[config.mk]
export PLATFORM = sky130hd
export DESIGN_NAME = stdcore_rpack
export DESIGN_NICKNAME = d
export VERILOG_FILES = /design/src/rtl/stdcore_rpack_pkg.sv /design/src/rtl/stdcore_rpack_oreg.sv /design/src/rtl/stdcore_rpack.sv
export SDC_FILE = /design/constraint.sdc
export NUM_CORES = 1
export LEC_CHECK = 0
export CAP_MARGIN = 10
export CORE_UTILIZATION = 52
export CTS_CLUSTER_SIZE = 8
export DETAILED_ROUTE_END_ITERATION = 12
export PLACE_DENSITY = 0.79
export SYNTH_ARGS = -nofsm -noshare
export SYNTH_HDL_FRONTEND = slang
export SYNTH_HIERARCHICAL = 1
export SYNTH_SLANG_ARGS = --single-unit
[constraint.sdc]
create_clock -name clk -period 2.5 [get_ports clk]
set_input_delay 0.375 -clock clk [delete_from_list [all_inputs] [get_ports clk]]
set_output_delay 0.375 -clock clk [all_outputs]
set_load 0.02 [all_outputs]
[src/rtl/stdcore_rpack_pkg.sv]
`default_nettype none
// ============================================================================
// Module   : stdcore_rpack_pkg
// Purpose  : Shared helpers for the stream packer (lane-counter width check).
// Revision : 1.0 - initial release
// ============================================================================
package stdcore_rpack_pkg;

  // True when a CW-bit lane counter can index every one of RATIO lanes.
  function automatic bit cw_fits(input int cw, input int ratio);
    return (2 ** cw) >= ratio;
  endfunction

endpackage
`default_nettype wire

[src/rtl/stdcore_rpack_oreg.sv]
`default_nettype none
// ============================================================================
// Module   : stdcore_rpack_oreg
// Purpose  : Output register of the packer: loads a completed word, holds it
//            until the consumer takes it, then clears valid.
// Revision : 1.0 - initial release
// ============================================================================
module stdcore_rpack_oreg #(
  parameter int DW    = 8,
  parameter int RATIO = 4
) (
  input  logic                  clk,
  input  logic                  rst,
  input  logic                  load,
  input  logic                  rdy,
  input  logic [DW*RATIO-1:0]   d_word,
  input  logic [RATIO-1:0]      d_keep,
  input  logic                  d_last,
  output logic [DW*RATIO-1:0]   m,
  output logic [RATIO-1:0]      m_keep,
  output logic                  m_last,
  output logic                  m_val
);

  // Load wins over consume so a back-to-back completion keeps valid high.
  always_ff @(posedge clk) begin
    if (rst) begin
      m      <= '0;
      m_keep <= '0;
      m_last <= 1'b0;
      m_val  <= 1'b0;
    end else if (load) begin
      m      <= d_word;
      m_keep <= d_keep;
      m_last <= d_last;
      m_val  <= 1'b1;
    end else if (m_val && rdy) begin
      m_val  <= 1'b0;
    end
  end

endmodule
`default_nettype wire

[src/rtl/stdcore_rpack.sv]
`default_nettype none
// ============================================================================
// Module   : stdcore_rpack
// Purpose  : Packs RATIO narrow DW-bit beats into one wide word; s_last closes
//            a partial word early (reported through m_keep and m_last).
// Revision : 1.0 - initial release
// ============================================================================
module stdcore_rpack
  import stdcore_rpack_pkg::*;
#(
  parameter int DW    = 8,
  parameter int RATIO = 4,
  parameter int CW    = 2
) (
  input  logic                  clk,
  input  logic                  rst,
  input  logic [DW-1:0]         s,
  input  logic                  s_val,
  output logic                  s_rdy,
  input  logic                  s_last,
  output logic [DW*RATIO-1:0]   m,
  output logic [RATIO-1:0]      m_keep,
  output logic                  m_last,
  output logic                  m_val,
  input  logic                  m_rdy
);

  // Elaboration-time parameter sanity checks.
  if (!cw_fits(CW, RATIO)) begin : g_cw_check
    $error("stdcore_rpack: 2**CW must be >= RATIO");
  end
  if (RATIO < 2) begin : g_ratio_check
    $error("stdcore_rpack: RATIO must be >= 2");
  end
  if (DW < 1) begin : g_dw_check
    $error("stdcore_rpack: DW must be >= 1");
  end

  localparam logic [CW-1:0] c_last_lane = CW'(RATIO - 1);

  logic [CW-1:0]       r_cnt;
  logic [DW*RATIO-1:0] r_acc;
  logic [DW*RATIO-1:0] w_word;
  logic [RATIO-1:0]    w_keep;
  logic                w_s_acc;
  logic                w_complete;

  // Input is free whenever the output slot is empty or being drained now.
  assign s_rdy      = ~m_val | m_rdy;
  assign w_s_acc    = s_val & s_rdy;
  assign w_complete = w_s_acc & (s_last | (r_cnt == c_last_lane));

  // Thermometer mask of lanes 0..cnt, formed one bit wider so cnt=RATIO-1 does not overflow.
  assign w_keep = RATIO'(((RATIO + 1)'(2) << r_cnt) - (RATIO + 1)'(1));

  // Per-lane accumulator and completed-word assembly; the completing beat bypasses acc.
  for (genvar i = 0; i < RATIO; i++) begin : g_lane
    // Fill this lane when it is the current slot of an unfinished word.
    always_ff @(posedge clk) begin
      if (rst || w_complete) begin
        r_acc[i*DW +: DW] <= '0;
      end else if (w_s_acc && (r_cnt == CW'(i))) begin
        r_acc[i*DW +: DW] <= s;
      end
    end

    assign w_word[i*DW +: DW] = (CW'(i) < r_cnt)  ? r_acc[i*DW +: DW] :
                                (CW'(i) == r_cnt) ? s                 : '0;
  end

  // Lane counter: advances per accepted beat, returns to 0 on completion.
  always_ff @(posedge clk) begin
    if (rst || w_complete) begin
      r_cnt <= '0;
    end else if (w_s_acc) begin
      r_cnt <= r_cnt + CW'(1);
    end
  end

  stdcore_rpack_oreg #(
    .DW    (DW),
    .RATIO (RATIO)
  ) u_oreg (
    .clk    (clk),
    .rst    (rst),
    .load   (w_complete),
    .rdy    (m_rdy),
    .d_word (w_word),
    .d_keep (w_keep),
    .d_last (s_last),
    .m      (m),
    .m_keep (m_keep),
    .m_last (m_last),
    .m_val  (m_val)
  );

endmodule
`default_nettype wire

==> run metrics, run 1 <==
status completed; dpl cells 435; core footprint 5240 um2; Area after DPL 3400 um2; Worst Min Path Start r_acc[15]; DP Wirelength 4060 um; Simple-Gate Fraction of Synth Area 17.1%; clock slew at reported path FFs 70 ps; cell taking the most area after synthesis dfxtp_1; Worst Max-Slew Pin Slew 537 ps; dominant cells by area after synthesis dfxtp_1 (44%), mux2i_1 (13%), o21ai_0 (7.1%); Post-synth EDFFs 0; Synthesized Nets 349; final WL 6480 um; total grt overflow 0; DR pass1 iterations 4; Die Ht 76.8 um; PortBufs 51; Vias/cell 5.46; combinational share of power 11.9%; Ports 52; r2r endpoint r_acc[3]; Vias 2461; Flop pwr share 47.2%; Slew Viols, Final 0; Crit. End Element output pin; TNS Setup 0 ps; largest family of logic cells by synthesized area simple AND/OR/NAND/NOR gates; mux share of post-synthesis cell area 15.8%; Most used DFF post-synth dfxtp_1; reg-to-reg setup timing slack 620 ps; sequential share of the synthesized area 44.1%; worst path cell trace clkdlybuf4s50_1 > nor2b_4 > clkinv_1 > clkdlybuf4s50_1; Sw Share 25.7%; critical path data arrival time 1650 ps; RSZ-0062 raised after global routing no; Site Rows 26; dpl ws 377 ps; count leader, synth dfxtp_1; Post-Syn Area 2910 um2; GRT Total Usage 23.3%; initial antenna violation count 0; Mean Syn Cell Area 8.78 um2; share of cells above drive strength 1 11.0%; remaining antenna violation count 0; vias in the first global route 2268; Tcrit/Tclk final 81.0%; Post-CTS Setup Inserts 0; delay-heaviest family, CP buffers and inverters; Hold Path Cell Cnt 2; worst clock skew 8.99 ps; post-cts sizing count 0; Syn. warnings 6; CP Launch Type input pin; CP Class input pin to output pin; top cell type's share of synthesized area 44.1%; post-layout total power 2250 uW; final worst setup slack 475 ps; Register Area 1280 um2; compound-gate portion of the synthesized area 13.3%; leakage power 0.00130 uW; Nets 394; largest net degree at the start of global routing 39; path depth of the worst reg2reg path 6; number of DRC markers in iteration 0 184; CP max stage delay 550 ps; post-synth cell types 26; async set or reset register ratio after synthesis 0%; die area 5890 um2; initial core utilization 55.5%; CTS tree yes; f_max 494 MHz; final number of setup-violating endpoints 0; CTS buffer count 9; # clock sinks 64; area occupied by multi-input gates 1420 um2; Stages on worst setup path 4; CTS root buf clkbuf_8; Final Hold Viols 0; n_diodes 0; Layout Cells excl Fill 451; maximum VDD drop 0.453 mV; HP Class register to register; CP max FO 3; Filler Cell Count 455; synthesis-to-finish area growth 24.1%; Max Root-Sink Buffers 2; Reg2Reg Launch Point r_cnt[1]; relative slew slack 64.2%; Int Pwr 1670 uW; GPL Wtd Cong 0.807; Net Switching 579 uW; hold buffers post-CTS 0; final non-filler cell area 3610 um2; CP most frequent cell clkdlybuf4s50_1; Cells after Synth 331; Tmin final 2020 ps; Worst Hold End r_acc[15]; global-route wire length before repair 10800 um; #FFs+latches synth 64; number of max-cap violations 0; Commonest cells post-synth dfxtp_1 (64), o21ai_0 (41), nor2_1 (38); clock latency on the worst-skew pair 350 ps; XOR/XNOR share of the synthesized area 0.301%; # H-tree levels 3; adder-cell share of the synthesized area 2.15%; PD cells 624 nW/um2; CP Buf/Inv Count 3; clock share of power 40.9%; post-DR wirelength/cell 14.4 um; CP max stage cell clkdlybuf4s50_1; DRC Markers 0; CP required 2120 ps; Die X 76.8 um
==> power groups by stage <==
| stage | clock [uW] | combinational, uW | sequential (uW) |
|---|---|---|---|
| 6_report | 922 | 268 | 1060 |
| 3_3_place_gp | 0 | 264 | 1080 |
| 5_1_grt | 980 | 290 | 1060 |
| 2_1_floorplan | 0 | 167 | 1100 |
| 3_5_place_dp | 0 | 266 | 1080 |
| 4_1_cts | 935 | 268 | 1060 |
==> flip-flops by register name, indices dropped and copies added, names as in the netlist <==
name	flops
u_oreg/m_val	1
r_cnt	2
u_oreg/m_last	1
r_acc	24
u_oreg/m_keep	4
u_oreg/m	32
==> routing by layer <==
metal	routed length (um)	part of all wire, %	vias up	GRT usage (%)
met3	464	7.2	10	5.24
met2	2980	46	85	36.4
met4	124	1.9	0	14.6
li1	-	-	1206	-
met5	0	0	-	0
met1	2910	45	1160	28.9
==> cells by family after synthesis <==
logic type / count (synthesis)
fa+ha+maj: 5
mux: 45
buf+inv: 32
xor+xnor: 1
simple gates: 113
other cells: 1
compound gates: 70
flops: 64
==> worst max-delay path by stage <==
stage                               to      from
after floorplan            u_oreg/m[0]  r_cnt[1]
final                            s_rdy     m_rdy
after CTS                        s_rdy     m_rdy
after global placement    u_oreg/m[20]     m_rdy
after global routing             s_rdy     m_rdy
after detailed placement  u_oreg/m[28]     m_rdy
==> cells in the final DEF, fill, tap and decap left out, drive strengths merged, types with 8 or more instances in the layout <==
master,instances
nand3,26
mux2,8
clkdlybuf4s50,51
mux2i,37
clkbuf,11
a21oi,27
nor2,38
o21ai,42
nand2,35
and2,11
buf,8
dfxtp,64
==> stage by stage <==
stage / utilization, % / hold slack (ps)
6_report: 68.9 / 477
5_1_grt: 68.9 / 494
4_1_cts: 68.9 / 475
3_5_place_dp: 65.0 / 467
3_3_place_gp: 65.0 / 461
2_1_floorplan: - / 449
==> worst reg2reg max path: cells and delay by family, from the launching register on <==
family                   cells  cell delay [ps]
adder cells (fa/ha/maj)      1              500
flip-flops                   1              320
AND/OR/NAND/NOR              1              290
buffers and inverters        2              300
AO/OA/AOI/OAI                2              380
==> final cells by class <==
cell class / instances / share of cell area (%)
clock buffers: 11 / 4.20
clock inverters: 5 / 1.53
inverters: 7 / 0.728
multi-input cells: 235 / 39.5
flip-flops and latches: 64 / 35.5
well taps: 70 / 2.43
repair buffers: 59 / 16.2
Power figures use the tool's default switching activity.
==> inputs of run 2 (changes only) <==
--- a/config.mk
+++ b/config.mk
@@ -6,10 +6,10 @@
 export NUM_CORES = 1
 export LEC_CHECK = 0
 export CAP_MARGIN = 10
-export CORE_UTILIZATION = 52
+export CORE_UTILIZATION = 47
 export CTS_CLUSTER_SIZE = 8
 export DETAILED_ROUTE_END_ITERATION = 12
-export PLACE_DENSITY = 0.79
+export PLACE_DENSITY = 0.75
 export SYNTH_ARGS = -nofsm -noshare
 export SYNTH_HDL_FRONTEND = slang
 export SYNTH_HIERARCHICAL = 1
==> constraint.sdc (replaced) <==
create_clock -name clk -period 1.7 [get_ports clk]
set_input_delay 0.255 -clock clk [delete_from_list [all_inputs] [get_ports clk]]
set_output_delay 0.255 -clock clk [all_outputs]
set_load 0.02 [all_outputs]
==> run metrics, run 2 (synthesis results as in run 1) <==
path depth of the worst reg2reg path 6; r2r endpoint u_oreg/m[23]; final non-filler cell area 3720 um2; Filler Cell Count 532; Nets 406; CTS buffer count 9; Reg2Reg Launch Point r_cnt[1]; Largest regs u_oreg/m: 32 flops, r_acc: 24 flops, u_oreg/m_keep: 4 flops; # H-tree levels 3; Biggest register u_oreg/m; share of cells above drive strength 1 13.8%; GRT Total Usage 23.3%; f_max 636 MHz; Area after DPL 3510 um2; number of DRC markers in iteration 0 240; relative slew slack 66.3%; PortBufs 51; Worst Hold End r_acc[13]; vias in the first global route 2228; core footprint 5960 um2; CTS root buf clkbuf_8; global-route wire length before repair 11200 um; CP required 1440 ps; hold buffers post-CTS 0; Site Rows 28; area occupied by multi-input gates 1430 um2; maximum VDD drop 0.578 mV; CP max stage delay 350 ps; number of max-cap violations 0; Max Root-Sink Buffers 2; Die Ht 80.6 um; dpl cells 451; Worst Min Path Start r_acc[13]; reg-to-reg setup timing slack 160 ps; status completed; worst clock skew 7.44 ps; post-layout total power 3270 uW; CP max FO 3; DP Wirelength 4370 um; Vias 2471; total grt overflow 0; largest net degree at the start of global routing 39; CP max stage cell dfxtp_1; clock slew at reported path FFs 70 ps; Hold WS 479 ps; Final Hold Viols 0; Crit. End Element output pin; critical path data arrival time 1320 ps; final WL 7020 um; Ports 52; CP Class register to output pin; Die X 80.6 um; clock latency on the worst-skew pair 340 ps; # clock sinks 64; post-DR wirelength/cell 15.0 um; Tmin final 1570 ps; CTS tree yes; Register Area 1280 um2; TNS Setup 0 ps; remaining antenna violation count 0; final number of setup-violating endpoints 0; RSZ-0062 raised after global routing no; synthesis-to-finish area growth 28.1%; worst path cell trace nor2b_4 > clkinv_1 > dlygate4sd2_1; Hold Path Cell Cnt 2; initial core utilization 48.8%; initial antenna violation count 0; Layout Cells excl Fill 467; GPL Wtd Cong 0.819; Post-CTS Setup Inserts 0; PD cells 878 nW/um2; DR pass1 iterations 5; commonest non-fill, non-tap cells in the layout dfxtp_1 (62), clkdlybuf4s50_1 (50), o21ai_0 (41), nor2_1 (38), mux2i_1 (37); CP Launch Type register; die area 6500 um2; Tcrit/Tclk final 92.5%; Slew Viols, Final 0; leakage power 0.00136 uW; number of flip-flops under the largest register name 32; Vias/cell 5.29; n_diodes 0; commonest non-fill, non-tap cell in the layout dfxtp_1; Worst Max-Slew Pin Slew 506 ps; DRC Markers 0; HP Class register to register
## run 2: cell types whose count changed in the layout (fill, tap and decap cells not counted), moves of 2 or more
cell / delta
clkinvlp_4: -2
dfxtp_1: -2
buf_4: +10
dfxtp_2: +2
## run 2: final cells by class
class | count | share of cell area, %
multi-input combinational | 235 | 38.4
sequential | 64 | 34.5
inverter | 7 | 0.706
clock inverter | 4 | 1.21
timing repair buffer | 71 | 18.9
clock buffer | 11 | 3.80
tap | 75 | 2.52
## run 2: per-layer routing
metal  up-vias  track usage, %  part of all wire, %
li1       1226               -                    -
met1      1152            29.1                   43
met2        84            37.8                   49
met3         9            7.73                  6.7
met4         0            6.96                  1.1
met5         -               0                    0
## run 2: power breakdown
part / internal (uW) / switching [uW]
combinational: 198 / 239
sequential: 1540 / 22.7
clock: 702 / 566
total: 2440 / 828
## run 2: worst max-delay path by stage
stage / from / endpoint / slack (ps) / cells after the start
CTS: r_cnt[1] / u_oreg/m[6] / 90 / 6
finish: u_oreg/m_val / s_rdy / 130 / 3
floorplan: r_cnt[1] / u_oreg/m[0] / 20 / 8
global route: r_cnt[1] / u_oreg/m[5] / 40 / 6
detailed placement: s_val / u_oreg/m[16] / -140 / 6
global placement: s_val / u_oreg/m[7] / -90 / 6
## run 2: critical path, delay by kind of cell, from the launching register on
family	cells	cell delay, ps
buffers and inverters	2	430
flip-flops	1	350
AND/OR/NAND/NOR	1	200
## run 2: metrics by stage
| stage | worst slack, ps | util [%] |
|---|---|---|
| finish | 127 | 62.5 |
| global route | 35.9 | 62.5 |
| CTS | 89.1 | 62.0 |
| detailed placement | -138 | 58.9 |
| global placement | -85.3 | 58.9 |
| floorplan | 16.8 | - |
## run 2: repair_timing
item,CTS,global route
hold endpoints to repair,0,0
pin swaps,0,0
setup endpoints to repair,1,20
resized for setup,1,2
cloned,0,1
==> inputs of run 3 (changes only) <==
--- a/config.mk
+++ b/config.mk
@@ -6,11 +6,11 @@
 export NUM_CORES = 1
 export LEC_CHECK = 0
 export CAP_MARGIN = 10
+export CORE_MARGIN = 4
 export CORE_UTILIZATION = 47
 export CTS_CLUSTER_SIZE = 8
 export DETAILED_ROUTE_END_ITERATION = 12
 export PLACE_DENSITY = 0.75
 export SYNTH_ARGS = -nofsm -noshare
 export SYNTH_HDL_FRONTEND = slang
-export SYNTH_HIERARCHICAL = 1
 export SYNTH_SLANG_ARGS = --single-unit
==> run metrics, run 3 <==
status completed; met3 WL 526 um; vias in the first global route 2486; CP max stage delay 400 ps; remaining antenna violation count 0; initial antenna violation count 0; number of flip-flops under the largest register name 32; final WL 8040 um; Final Hold Viols 0; total grt overflow 0; CTS root buf clkbuf_8; GPL Wtd Cong 0.836; global-route wire length before repair 12800 um; CTS tree yes; combinational share of power 16.2%; GRT Total Usage 22.2%; Die X 86.7 um; hold buffers post-CTS 0; dpl ws -138 ps; worst path cell trace clkinv_1 > ha_2 > buf_4 > mux2i_1 > a211oi_2; async set or reset register ratio after synthesis 0%; Synthesized Nets 324; Worst Max-Slew Pin Slew 354 ps; Tcrit/Tclk final 93.5%; CP max FO 7; number of DRC markers in iteration 0 177; Site Rows 28; largest net degree at the start of global routing 41; PortBufs 51; CTS buffer count 9; metal1 wirelength 3650 um; RSZ-0062 raised after global routing no; share of cells above drive strength 1 16.5%; metal2 WL 3650 um; final worst setup slack 111 ps; Syn. warnings 0; Max Root-Sink Buffers 2; # H-tree levels 3; commonest non-fill, non-tap cell in the layout dfxtp_1; die area 7520 um2; n_diodes 0; Flop pwr share 44.1%; sequential share of the synthesized area 44.0%; commonest non-fill, non-tap cells in the layout dfxtp_1 (64), clkdlybuf4s50_1 (50), a21oi_1 (37), a31oi_1 (33), buf_4 (31); relative slew slack 76.3%; final number of setup-violating endpoints 0; number of max-cap violations 0; worst clock skew 9.28 ps; DR top layer met4; maximum VDD drop 0.473 mV; clock latency on the worst-skew pair 350 ps; Final Util 63.8%; CP max stage cell dfxtp_1; TNS Setup 0 ps; Nets 389; cell taking the most area after synthesis dfxtp_1; HP Class register to register; #FFs+latches synth 64; Vias/cell 5.95; post-synth cell types 35; Die Ht 86.7 um; Net Switching 943 uW; Biggest register u_oreg.m; Area after DPL 3560 um2; Mean Syn Cell Area 9.52 um2; Largest regs u_oreg.m: 32 flops, r_acc: 24 flops, u_oreg.m_keep: 4 flops; critical path data arrival time 1820 ps; top cell type's share of synthesized area 44.0%; clock slew at reported path FFs 70 ps; Vias 2682; Most used DFF post-synth dfxtp_1; Cells after Synth 306; Post-Syn Area 2910 um2; DRC Markers 0; CP Launch Type register; Tmin final 1590 ps; DR pass1 iterations 4; Crit. End Element register; clock share of power 39.7%; DP Wirelength 5510 um; CP Class register to register; Ports 52; # clock sinks 64; count leader, synth dfxtp_1; Commonest cells post-synth dfxtp_1 (64), a21oi_1 (37), a31oi_1 (33); final non-filler cell area 3800 um2; post-DR wirelength/cell 17.8 um; Slew Viols, Final 0; initial core utilization 48.9%; PD cells 956 nW/um2; dominant cells by area after synthesis dfxtp_1 (44%), a31oi_1 (7.1%), a21oi_1 (6.4%); core footprint 5960 um2; f_max 629 MHz; leakage power 0.00138 uW; Int Pwr 2690 uW; synthesis-to-finish area growth 30.4%; Post-synth EDFFs 0; Hold WS 474 ps; Sw Share 26.0%; CP required 1930 ps
run 3: changes by cell type in the layout (fill, tap and decap cells not counted), sizes merged, moves of 8 or more:
| cell | previous run | this run |
|---|---|---|
| nor2 | 38 | 1 |
| a31oi | 0 | 34 |
| nand2 | 35 | 3 |
| mux2i | 37 | 8 |
| a211oi | 0 | 25 |
| o21ai | 42 | 26 |
| buf | 19 | 33 |
| a21oi | 27 | 37 |
| a22o | 0 | 8 |
| and3b | 0 | 8 |
| mux2 | 8 | 0 |
run 3: cell type report:
cell class,count,area (um2)
tap,75,93.8
clock inverter,3,65.1
fill,507,2160
multi-input combinational,206,1400
timing repair buffer,84,782
clock buffer,13,149
sequential,64,1280
inverter,6,30.0
run 3: path summary, 6_finish.rpt:
| path | depth (start not counted) | to | slack (ps) | startpoint |
|---|---|---|---|---|
| worst min-delay path | 2 | r_acc[15] | 470 | r_acc[15] |
| worst max-delay path | 5 | u_oreg.m[6] | 110 | r_cnt[1] |
| worst max register to register | 5 | u_oreg.m[6] | 110 | r_cnt[1] |
| worst min register to register | 2 | r_acc[15] | 470 | r_acc[15] |
run 3: metrics by stage:
step                total power [uW]  instances
floorplan                       1970        306
global placement                2200        433
detailed placement              2210        433
CTS                             3630        450
global route                    3760        451
finish                          3630        451
run 3: repair_timing:
item	CTS	global route
endpoints found under the setup margin	1	22
buffers inserted	1	1
gates resized for setup	1	5
pin swaps	0	1
run 3: power by group through the flow:
stage,clock (uW),sequential [uW],combinational [uW]
after floorplan,0,1690,280
after global placement,0,1630,567
after detailed placement,0,1640,575
after CTS,1450,1600,578
after global routing,1530,1610,624
final,1440,1600,587
run 3: logic make-up after synthesis:
family,count (synthesis),synth area share [%]
XOR/XNOR,1,0.301
flip-flops,64,44.0
AND/OR/NAND/NOR,56,12.4
adder cells (fa/ha/maj),5,2.15
AO/OA/AOI/OAI,136,30.0
buffers and inverters,36,8.42
multiplexers,8,2.75
run 3: critical path: cells and delay by family (launching register included):
kind                       cells  cell delay, ps
buffers and inverters          2             380
adders and majority gates      1             290
DFF                            1             400
muxes                          1             270
AOI/OAI and AO/OA              1             120
run 3: per-layer routing:
layer / up-vias / global-route usage [%]
li1: 1282 / -
met1: 1273 / 30.5
met2: 107 / 33.2
met3: 20 / 3.52
met4: 0 / 11.9
met5: - / 0
